**src/rtl/cal_rd_pkg.sv**
```systemverilog
// Shared widths, limits and FSM state type for the calibration SRAM read path.
package cal_rd_pkg;

  localparam int ADDR_W    = 9;
  localparam int DATA_W    = 38;
  localparam int MAX_WORDS = 512;

  typedef enum logic [1:0] {
    ST_IDLE  = 2'd0,
    ST_ISSUE = 2'd1,
    ST_DRAIN = 2'd2,
    ST_DONE  = 2'd3
  } rd_state_t;

  // Requested sweep lengths beyond the SRAM size are limited to one full pass.
  function automatic logic [ADDR_W:0] clamp_words(input logic [ADDR_W:0] n);
    if (n > (ADDR_W + 1)'(MAX_WORDS)) begin
      return (ADDR_W + 1)'(MAX_WORDS);
    end
    return n;
  endfunction

endpackage

```
**src/rtl/cal_rd_fifo.sv**
```systemverilog
// Small synchronous FIFO with first-word-fall-through head and occupancy count.
// Holds returned SRAM words (plus their last flag) until the stream accepts them.
module cal_rd_fifo #(
  parameter int WIDTH = 39,
  parameter int DEPTH = 4
) (
  input  logic                         clk,
  input  logic                         rst_n,
  input  logic                         push,
  input  logic [WIDTH-1:0]             push_data,
  input  logic                         pop,
  output logic [WIDTH-1:0]             head_data,
  output logic [$clog2(DEPTH+1)-1:0]   count,
  output logic                         empty
);

  localparam int PTR_W = $clog2(DEPTH);
  localparam int CNT_W = $clog2(DEPTH + 1);

  logic [WIDTH-1:0] mem_q [DEPTH];
  logic [PTR_W-1:0] wr_ptr_q, wr_ptr_d;
  logic [PTR_W-1:0] rd_ptr_q, rd_ptr_d;
  logic [CNT_W-1:0] count_q, count_d;
  logic             do_push;
  logic             do_pop;

  // Qualify push/pop and advance pointers and count; a push into a full
  // FIFO is only taken when the head leaves in the same cycle.
  always_comb begin
    do_pop   = pop && (count_q != '0);
    do_push  = push && ((count_q != CNT_W'(DEPTH)) || do_pop);
    wr_ptr_d = wr_ptr_q;
    rd_ptr_d = rd_ptr_q;
    count_d  = count_q;
    if (do_push) begin
      wr_ptr_d = wr_ptr_q + PTR_W'(1);
    end
    if (do_pop) begin
      rd_ptr_d = rd_ptr_q + PTR_W'(1);
    end
    case ({do_push, do_pop})
      2'b10:   count_d = count_q + CNT_W'(1);
      2'b01:   count_d = count_q - CNT_W'(1);
      default: count_d = count_q;
    endcase
  end

  // Storage array; contents need no reset because count gates visibility.
  always_ff @(posedge clk) begin
    if (do_push) begin
      mem_q[wr_ptr_q] <= push_data;
    end
  end

  // Pointer and occupancy registers.
  always_ff @(posedge clk or negedge rst_n) begin
    if (!rst_n) begin
      wr_ptr_q <= '0;
      rd_ptr_q <= '0;
      count_q  <= '0;
    end else begin
      wr_ptr_q <= wr_ptr_d;
      rd_ptr_q <= rd_ptr_d;
      count_q  <= count_d;
    end
  end

  assign head_data = mem_q[rd_ptr_q];
  assign count     = count_q;
  assign empty     = (count_q == '0);

endmodule

```
**src/rtl/cal_sram_reader.sv**
```systemverilog
// Read-side controller for the calibration SRAM: sweeps a bounded address
// range, tracks the fixed RAM read latency and streams words out with
// valid/ready backpressure. Reads are only issued when the output FIFO is
// guaranteed to have room for them, so returning data is never dropped.
module cal_sram_reader
  import cal_rd_pkg::*;
#(
  parameter int RD_LAT     = 2,
  parameter int FIFO_DEPTH = 4
) (
  input  logic              CLK,
  input  logic              RESETN,
  input  logic              START,
  input  logic [ADDR_W-1:0] START_ADDR,
  input  logic [ADDR_W:0]   NUM_WORDS,
  output logic [ADDR_W-1:0] R_ADDR,
  input  logic [DATA_W-1:0] R_DATA,
  output logic [DATA_W-1:0] M_DATA,
  output logic              M_VALID,
  input  logic              M_READY,
  output logic              M_LAST,
  output logic              BUSY,
  output logic              DONE
);

  localparam int              CNT_W        = $clog2(FIFO_DEPTH + 1);
  localparam logic [CNT_W:0]  CREDIT_LIMIT = (CNT_W + 1)'(FIFO_DEPTH);

  rd_state_t         state_q, state_d;
  logic [ADDR_W-1:0] addr_q, addr_d;
  logic [ADDR_W:0]   remain_q, remain_d;
  logic [ADDR_W-1:0] r_addr_q, r_addr_d;
  logic [RD_LAT-1:0] vld_q, vld_d;
  logic [RD_LAT-1:0] last_q, last_d;

  logic [ADDR_W:0]   num_clamped;
  logic              issue;
  logic              last_issue;
  logic              credit_ok;
  logic [CNT_W-1:0]  inflight_cnt;
  logic [CNT_W-1:0]  fifo_count;
  logic              fifo_empty;
  logic [DATA_W:0]   fifo_head;
  logic              beat_fire;
  logic              head_last;

  assign num_clamped = clamp_words(NUM_WORDS);
  assign last_issue  = (remain_q == (ADDR_W + 1)'(1));
  assign beat_fire   = M_VALID && M_READY;
  assign head_last   = fifo_head[DATA_W];

  // Count reads still travelling through the RAM and grant a new read only
  // while FIFO occupancy plus outstanding reads leaves a free slot.
  always_comb begin
    inflight_cnt = '0;
    for (int i = 0; i < RD_LAT; i++) begin
      inflight_cnt = inflight_cnt + CNT_W'(vld_q[i]);
    end
    credit_ok = (({1'b0, fifo_count} + {1'b0, inflight_cnt}) < CREDIT_LIMIT);
  end

  // Sweep sequencer: latch the request, issue reads under credit, wait for
  // the final beat to leave, then pulse DONE for one cycle.
  always_comb begin
    state_d  = state_q;
    addr_d   = addr_q;
    remain_d = remain_q;
    r_addr_d = r_addr_q;
    issue    = 1'b0;
    case (state_q)
      ST_IDLE: begin
        if (START) begin
          if (num_clamped == '0) begin
            state_d = ST_DONE;
          end else begin
            addr_d   = START_ADDR;
            remain_d = num_clamped;
            state_d  = ST_ISSUE;
          end
        end
      end
      ST_ISSUE: begin
        if (credit_ok) begin
          issue    = 1'b1;
          r_addr_d = addr_q;
          addr_d   = addr_q + ADDR_W'(1);
          remain_d = remain_q - (ADDR_W + 1)'(1);
          if (last_issue) begin
            state_d = ST_DRAIN;
          end
        end
      end
      ST_DRAIN: begin
        if (beat_fire && head_last && (inflight_cnt == '0)) begin
          state_d = ST_DONE;
        end
      end
      ST_DONE: begin
        state_d = ST_IDLE;
      end
      default: begin
        state_d = ST_IDLE;
      end
    endcase
  end

  // Latency pipe: one valid bit per issued read plus a parallel last flag;
  // the top stage lines up with the matching word on R_DATA.
  always_comb begin
    vld_d     = vld_q;
    last_d    = last_q;
    vld_d[0]  = issue;
    last_d[0] = issue && last_issue;
    for (int i = 1; i < RD_LAT; i++) begin
      vld_d[i]  = vld_q[i-1];
      last_d[i] = last_q[i-1];
    end
  end

  // Controller state, sweep bookkeeping, read address and latency pipe.
  always_ff @(posedge CLK or negedge RESETN) begin
    if (!RESETN) begin
      state_q  <= ST_IDLE;
      addr_q   <= '0;
      remain_q <= '0;
      r_addr_q <= '0;
      vld_q    <= '0;
      last_q   <= '0;
    end else begin
      state_q  <= state_d;
      addr_q   <= addr_d;
      remain_q <= remain_d;
      r_addr_q <= r_addr_d;
      vld_q    <= vld_d;
      last_q   <= last_d;
    end
  end

  cal_rd_fifo #(
    .WIDTH (DATA_W + 1),
    .DEPTH (FIFO_DEPTH)
  ) u_fifo (
    .clk       (CLK),
    .rst_n     (RESETN),
    .push      (vld_q[RD_LAT-1]),
    .push_data ({last_q[RD_LAT-1], R_DATA}),
    .pop       (beat_fire),
    .head_data (fifo_head),
    .count     (fifo_count),
    .empty     (fifo_empty)
  );

  assign R_ADDR  = r_addr_q;
  assign M_VALID = !fifo_empty;
  assign M_DATA  = M_VALID ? fifo_head[DATA_W-1:0] : '0;
  assign M_LAST  = M_VALID && head_last;
  assign BUSY    = (state_q == ST_ISSUE) || (state_q == ST_DRAIN);
  assign DONE    = (state_q == ST_DONE);

endmodule

```
**config.mk**
```make
export PLATFORM = sky130hd
export DESIGN_NAME = cal_sram_reader
export DESIGN_NICKNAME = d
export VERILOG_FILES = /design/src/rtl/cal_rd_pkg.sv /design/src/rtl/cal_rd_fifo.sv /design/src/rtl/cal_sram_reader.sv
export SDC_FILE = /design/constraint.sdc
export NUM_CORES = 1
export LEC_CHECK = 0
export CAP_MARGIN = 20
export CORE_ASPECT_RATIO = 1.5
export CORE_UTILIZATION = 50
export DETAILED_ROUTE_END_ITERATION = 8
export PLACE_DENSITY = 0.83
export SKIP_LAST_GASP = 1
export SLEW_MARGIN = 20
export SYNTH_ARGS = -nofsm -noshare
export SYNTH_HDL_FRONTEND = slang
export SYNTH_SLANG_ARGS = --single-unit
```
**constraint.sdc**
```tcl
create_clock -name CLK -period 2.6 [get_ports CLK]
set_clock_uncertainty 0.05 [all_clocks]
set_input_delay 0.39 -clock CLK [delete_from_list [all_inputs] [get_ports CLK]]
set_output_delay 0.39 -clock CLK [all_outputs]
set_load 0.01 [all_outputs]
```
# Yosys cells after proc, flatten, opt, wreduce, memory -nomap -nowiden
# Memories as Yosys holds them, arrays and structs flattened.
# Index checks and enable logic that the tools add are counted.
dict set report totals {
  regBits 41
  ram_bits 156
  in_bits 61
  mem_count 1
}
dict set report classes {
  add_sub_neg 8
  order_cmp 2
  n_eq_ne 12
  n_mux 23
  n_reduce_logical 20
}
# name depth word_bits read_ports rd_ports_with_merged_regs wr line_no
set memory_table {}
lappend memory_table {u_fifo.mem_q 4 39 1 0 1 cal_rd_fifo.sv:20} ;# logic [WIDTH-1:0] mem_q [DEPTH];
# operator n
set op_table {}
lappend op_table {{$mux W10} 5}
lappend op_table {{$mux W38} 1}
lappend op_table {{$mux W9} 3}
lappend op_table {{$pmux W10 S2} 1}
lappend op_table {{$pmux W9 S2} 1}
lappend op_table {{$eq A10 B1 Y1 const B} 1}
lappend op_table {{$gt A10 B10 Y1 const B} 1}
lappend op_table {{$logic_not A10 Y1} 1}
lappend op_table {{$mux W2} 5}
lappend op_table {{$ne A2 B2 Y1 const B} 5}
lappend op_table {{$sub A10 B1 Y10 const B} 1}
lappend op_table {{$add A9 B1 Y9 const B} 1}
lappend op_table {{$pmux W2 S4} 1}
lappend op_table {{$reduce_and A4 Y1} 2}
lappend op_table {{$logic_and A1 B1 Y1} 7}
lappend op_table {{$eq A2 B2 Y1 const B} 3}
lappend op_table {{$logic_not A3 Y1} 2}
lappend op_table {{$pmux W3 S2} 1}
lappend op_table {{$mux W1} 5}
lappend op_table {{$add A2 B1 Y2 const B} 2}
lappend op_table {{$add A3 B2 Y4} 1}
lappend op_table {{$eq A2 B1 Y1 const B} 2}
lappend op_table {{$lt A4 B3 Y1 const B} 1}
lappend op_table {{$reduce_bool A2 Y1} 2}
lappend op_table {{other kinds (9)} 10}

# Depth between registers and ports, before layout
dict set report logic_depth {
  word_depth 8
  mapped_depth 8
}

# Cells and area by module
# From an unflattened synthesis, not the netlist that was laid out.
dict set report unflattened {
  hier_cells 496
  hier_area_um2 8320.5
}
# mod instances cells_per_inst area_each_um2
set modules_own_cells {}
lappend modules_own_cells {cal_rd_fifo 1 255 6115.9}
lappend modules_own_cells {cal_sram_reader 1 241 2204.6}

# Least setup slack after synthesis
# Ideal clock, no wire load.
dict set report synth_path {
  kind {input to register}
  start {input M_READY}
  end {memory u_fifo.mem_q[2][0] (enable)}
  t_arrival_ns 2.109
  slack_ns 0.041
  stages 4
  path_buffers 1
  cell_sequence {clkbuf_1 > inv_1 > a31oi_1 > and2_1}
}
dict set report synth_via {
  elab_chain_cells 6
}
# item line_no
set synth_rtl {}
lappend synth_rtl {{from (decl)} cal_sram_reader.sv:20} ;# input logic M_READY,
lappend synth_rtl {{$logic_and A1 B1 Y1} cal_sram_reader.sv:49} ;# assign beat_fire = M_VALID && M_READY;
lappend synth_rtl {{$logic_and A1 B1 Y1} cal_rd_fifo.sv:30} ;# do_pop = pop && (count_q != '0);
lappend synth_rtl {{$logic_or A1 B1 Y1} cal_rd_fifo.sv:31} ;# do_push = push && ((count_q != CNT_W'(DEPTH)) || do_pop);
lappend synth_rtl {{$logic_and A1 B1 Y1} cal_rd_fifo.sv:31}
lappend synth_rtl {{$mux W1} cal_rd_fifo.sv:50} ;# if (do_push) begin
lappend synth_rtl {{$mux W1 (not written as such)} cal_rd_fifo.sv:51} ;# mem_q[wr_ptr_q] <= push_data;
lappend synth_rtl {{to (decl)} cal_rd_fifo.sv:20}
# Every way passes these cells.

# Worst setup path in the final report
dict set report layout_path {
  start {register u_fifo.rd_ptr_q[0]}
  end {output M_DATA[14]}
}
dict set report layout_via {
  elab_chain_cells 2
}
# item line_no
set layout_rtl {}
lappend layout_rtl {{from (decl)} cal_rd_fifo.sv:22} ;# logic [PTR_W-1:0] rd_ptr_q, rd_ptr_d;
lappend layout_rtl {{from (signal assigned)} cal_rd_fifo.sv:63} ;# rd_ptr_q <= rd_ptr_d;
lappend layout_rtl {{$mem_v2 Z4 W39} -}
lappend layout_rtl {{$mux W38} cal_sram_reader.sv:155} ;# assign M_DATA = M_VALID ? fifo_head[DATA_W-1:0] : '0;
lappend layout_rtl {{to (decl)} cal_sram_reader.sv:18} ;# output logic [DATA_W-1:0] M_DATA,
# Every way passes these cells.

==> summary.txt <==
Synthesis
  – Synth warn: 0
  – Number of unique standard cell types used by synthesis: between 50 and 60
  – Number of synthesized flops with an enable pin: 156
  – Synthesized instance count: 509
  – Register bit count reported by yosys: 197
  – Post-synthesis async set-or-reset flop share: 0.208
  – Mean post-synth cell area: 16.7 sq um
  – Cell type with the largest total area after synthesis: sky130_fd_sc_hd__edfxtp_1
  – Proportion of synthesized chip area in sequential cells: 0.672
  – Area fraction of the dominant cell type after synthesis: 0.551
  – Most frequently used flop master after synthesis: sky130_fd_sc_hd__edfxtp_1
  – Number of nets produced by synthesis: 586
  – Total standard cell area after synthesis: 0.00849 sq mm
  – Area contributors post-synth: sky130_fd_sc_hd__edfxtp_1 55%, sky130_fd_sc_hd__dfrtp_1 12%, sky130_fd_sc_hd__mux4_2 10%, sky130_fd_sc_hd__and2_1 3.4%, sky130_fd_sc_hd__ha_1 2.2%

Setup path
  – Maximum net fanout on the critical path: 9
  – Reg2Reg Setup Slack: 0.29 ns
  – Type of the worst setup path: reg2out
  – Critical-path top delay cell: sky130_fd_sc_hd__dfrtp_2
  – CP Data Required Time: 2.16 ns
  – Startpoint type of the worst setup path: register
  – CP arrival: 2.27 ns
  – Critical path's largest stage delay: 0.50 ns
  – Cell breakdown of the critical path: buf_12 -> mux4_2 -> and2_1 -> clkdlybuf4s50_1
  – Kind of end point of the critical path: output port

Clock network
  – Htree depth: 4
  – Root buffer cell: sky130_fd_sc_hd__clkbuf_16
  – CTS Hold Buffers Added: 0
  – TritonCTS Sinks: approximately 200
  – Clock-pin transition on the worst setup and hold timing paths: 0.07 ns
  – Insertion delay of the later-clocked pin in the worst-skew pair: between 0.4 and 0.5 ns
  – CTS buffer count: 17
  – Clock Path Buffers: 2
  – CTS tree: built

Placed design
  – Detailed Place HPWL: about 11000 microns
  – Count of buffers from port buffering: 111
  – Final GP Congestion: 0.867
  – Total placed cells including tap cells: slightly above 800
  – Cell area after placement: 0.00998 sq mm

Global route
  – GRT overflow: 0
  – Largest net degree at the start of global routing: 42
  – Number of antenna violations at the first check in global routing: 0
  – Global-route wire length before repair: a little under 30000 microns
  – Number of global-route vias before repair: around 5500
  – Total Routing Usage GR: 0.220

Timing
  – Count of final max-slew check failures: 0
  – Tightest Pin Transition: around 0.96 ns
  – Max transition margin: 0.357
  – Highest clock frequency the design can meet: 0.369 GHz
  – Setup repair after global routing missed its margin: yes
  – Final total negative setup slack: -0.762 ns
  – Final Hold Viols: 0
  – Period utilization: 1.04
  – Slack of the critical path: -0.110 ns
  – Final worst path period need: 2.71 ns
  – Setup-failing EPs final: 12

Routing
  – Mean number of vias per cell: 5.89
  – Final antenna-violating net count: 0
  – DRC Markers: 0
  – Via count: between 5000 and 6000
  – Post-DR wirelength/cell: 21.0 microns
  – Number of DRC markers after the initial detailed-route iteration: 335
  – Number of iterations in the first detailed-routing pass: 5
  – Total routed wirelength: 18400 microns

Floorplan
  – Placeable core region: around 0.017 sq mm
  – Ports placed on the boundary: 112
  – Floorplan row count: 58
  – Initial standard-cell utilization of the core: 0.509
  – Total die area: around 0.018 sq mm
  – Die Y: 162 microns
  – Horizontal die dimension: approximately 110 microns

Outcome
  – Result of the run: complete, but fails checks
  – Violations in the final reports: negative setup slack

Worst hold path
  – Min-delay worst type: in2async

Final layout
  – Layout Utilization: 0.645
  – Number of nets in the final layout: 728
  – Total inserted antenna cells: 0
  – Final standard cell count with taps included and fillers excluded: 874
  – Area added between synthesis and finish: 26.8%
  – Fraction of layout cells with a size suffix above 1: 0.247
  – Post-route cell area: 0.0108 sq mm

Power
  – Power per cell area: 1180 mW/mm^2
  – Leakage power: 0.00389 uW
  – Worst supply voltage drop on vdd: 0.801 mV

Flow run
  – Count of max-cap constraint violations: 0
==> cells in the final DEF, fill, tap and decap left out, types with 5 or more instances in the layout <==
master,n
sky130_fd_sc_hd__clkinv_8,6
sky130_fd_sc_hd__or2_2,5
sky130_fd_sc_hd__clkdlybuf4s50_1,80
sky130_fd_sc_hd__a211oi_1,7
sky130_fd_sc_hd__edfxtp_1,156
sky130_fd_sc_hd__buf_12,13
sky130_fd_sc_hd__buf_2,6
sky130_fd_sc_hd__dfrtp_1,39
sky130_fd_sc_hd__nor2_1,15
sky130_fd_sc_hd__nand3_1,7
sky130_fd_sc_hd__inv_1,17
sky130_fd_sc_hd__mux2i_1,6
sky130_fd_sc_hd__and2_1,40
sky130_fd_sc_hd__clkbuf_2,8
sky130_fd_sc_hd__mux2_2,8
sky130_fd_sc_hd__clkbuf_16,17
sky130_fd_sc_hd__buf_4,22
sky130_fd_sc_hd__nand2_1,12
sky130_fd_sc_hd__o21ai_0,7
sky130_fd_sc_hd__nor3_1,9
sky130_fd_sc_hd__mux4_2,39
sky130_fd_sc_hd__o221a_2,7
sky130_fd_sc_hd__a31oi_1,11
sky130_fd_sc_hd__o31ai_1,5
sky130_fd_sc_hd__clkdlybuf4s15_1,6
sky130_fd_sc_hd__ha_1,15
sky130_fd_sc_hd__a21oi_1,10
sky130_fd_sc_hd__dlygate4sd2_1,9
sky130_fd_sc_hd__a211o_1,5
==> per-layer routing <==
metal | part of all wire | up-vias | GRT usage
li1 | - | 2313 | -
met1 | 0.37 | 2623 | 0.250
met2 | 0.56 | 192 | 0.413
met3 | 0.046 | 22 | 0.0347
met4 | 0.015 | 0 | 0.0719
met5 | 0 | - | 0
==> where the power goes <==
group	internal, uW	switching [uW]	leakage (uW)	total [uW]
Combinational	2950	2590	0.00170	5540
Sequential	4060	441	0.00189	4500
Clock	1320	1320	0.000300	2640
Total	8330	4350	0.00389	12700
==> registers in the layout (all words and copies together), names as in the netlist <==
name,flops
R_ADDR,9
addr_q,9
last_q,2
remain_q,10
state_q,2
u_fifo.count,3
u_fifo.mem_q,156
u_fifo.rd_ptr_q,2
u_fifo.wr_ptr_q,2
vld_q,2
==> worst paths after layout <==
check | start | to | cells past startpoint
min in group CLK | last_q[0]$_DFF_PN0_ | last_q[1]$_DFF_PN0_ | 0
setup / recovery | u_fifo.rd_ptr_q[0]$_DFFE_PN0N_ | M_DATA[14] | 4
hold / removal | RESETN | remain_q[3]$_DFFE_PN0P_ | 1
hold reg to reg | last_q[0]$_DFF_PN0_ | last_q[1]$_DFF_PN0_ | 0
max in group asynchronous | RESETN | u_fifo.rd_ptr_q[1]$_DFFE_PN0N_ | 1
setup reg to reg | vld_q[0]$_DFF_PN0_ | addr_q[5]$_DFFE_PN0P_ | 7
==> Yosys cell counts, types with 2 or more instances <==
master	number
sky130_fd_sc_hd__edfxtp_1	156
sky130_fd_sc_hd__and2_1	46
sky130_fd_sc_hd__dfrtp_1	41
sky130_fd_sc_hd__mux4_2	39
sky130_fd_sc_hd__inv_1	17
sky130_fd_sc_hd__ha_1	15
sky130_fd_sc_hd__nor2_1	15
sky130_fd_sc_hd__clkbuf_1	12
sky130_fd_sc_hd__nand2_1	12
sky130_fd_sc_hd__a31oi_1	11
sky130_fd_sc_hd__a21oi_1	10
sky130_fd_sc_hd__nor3_1	9
sky130_fd_sc_hd__buf_2	8
sky130_fd_sc_hd__mux2_2	8
sky130_fd_sc_hd__a211oi_1	7
sky130_fd_sc_hd__nand3_1	7
sky130_fd_sc_hd__o21ai_0	7
sky130_fd_sc_hd__o221a_2	7
sky130_fd_sc_hd__mux2i_1	6
sky130_fd_sc_hd__a211o_1	5
sky130_fd_sc_hd__o31ai_1	5
sky130_fd_sc_hd__or2_2	5
sky130_fd_sc_hd__and3_1	4
sky130_fd_sc_hd__and4_1	4
sky130_fd_sc_hd__or3_1	4
sky130_fd_sc_hd__a41o_1	3
sky130_fd_sc_hd__buf_6	3
sky130_fd_sc_hd__nand4_1	3
sky130_fd_sc_hd__nor4_1	3
sky130_fd_sc_hd__xnor2_1	3
sky130_fd_sc_hd__a32oi_1	2
sky130_fd_sc_hd__buf_1	2
sky130_fd_sc_hd__o221ai_1	2
sky130_fd_sc_hd__o31a_1	2
sky130_fd_sc_hd__o41ai_2	2
sky130_fd_sc_hd__xor2_1	2
==> metrics by stage <==
| stage | total power [uW] | hold slack [ns] | worst slack [ns] |
|---|---|---|---|
| final | 12700 | 0.0602 | -0.110 |
| after global routing | 13400 | 0.140 | -0.173 |
| after CTS | 12700 | 0.0842 | -0.141 |
| after detailed placement | 9880 | 0.305 | 0.198 |
| after global placement | 9620 | 0.289 | 0.277 |
| after floorplan | 7620 | 0.0444 | 0.0410 |
==> cell type report <==
| class | instances | area (sq um) |
|---|---|---|
| clock buffer | 17 | 425 |
| clock inverter | 15 | 193 |
| fill | 1140 | 5920 |
| inverter | 17 | 63.8 |
| multi-input combinational | 268 | 2590 |
| sequential | 197 | 5710 |
| tap | 210 | 263 |
| timing repair buffer | 150 | 1530 |
==> critical path, delay by kind of cell (launching register included) <==
kind | cells | cell delay [ns]
AND/OR/NAND/NOR | 1 | 0.19
flip-flops | 1 | 0.50
buffers and inverters | 2 | 0.68
multiplexers | 1 | 0.49
==> what timing repair did <==
item | CTS | global route
gates cloned | 3 | 0
resized for setup | 53 | 30
pin swaps | 1 | 0
setup endpoints to repair | 38 | 36
buffers inserted | 10 | 8
==> cell families after synthesis <==
family	count (synthesis)	share of synthesized area
AOI/OAI and AO/OA	74	0.0700
xor gates and xnor gates	5	0.00516
adders and majority gates	16	0.0245
buffers and inverters	44	0.0250
DFF	197	0.672
muxes	53	0.121
and+or+nand+nor	120	0.0820
Power figures use the tool's default switching activity.
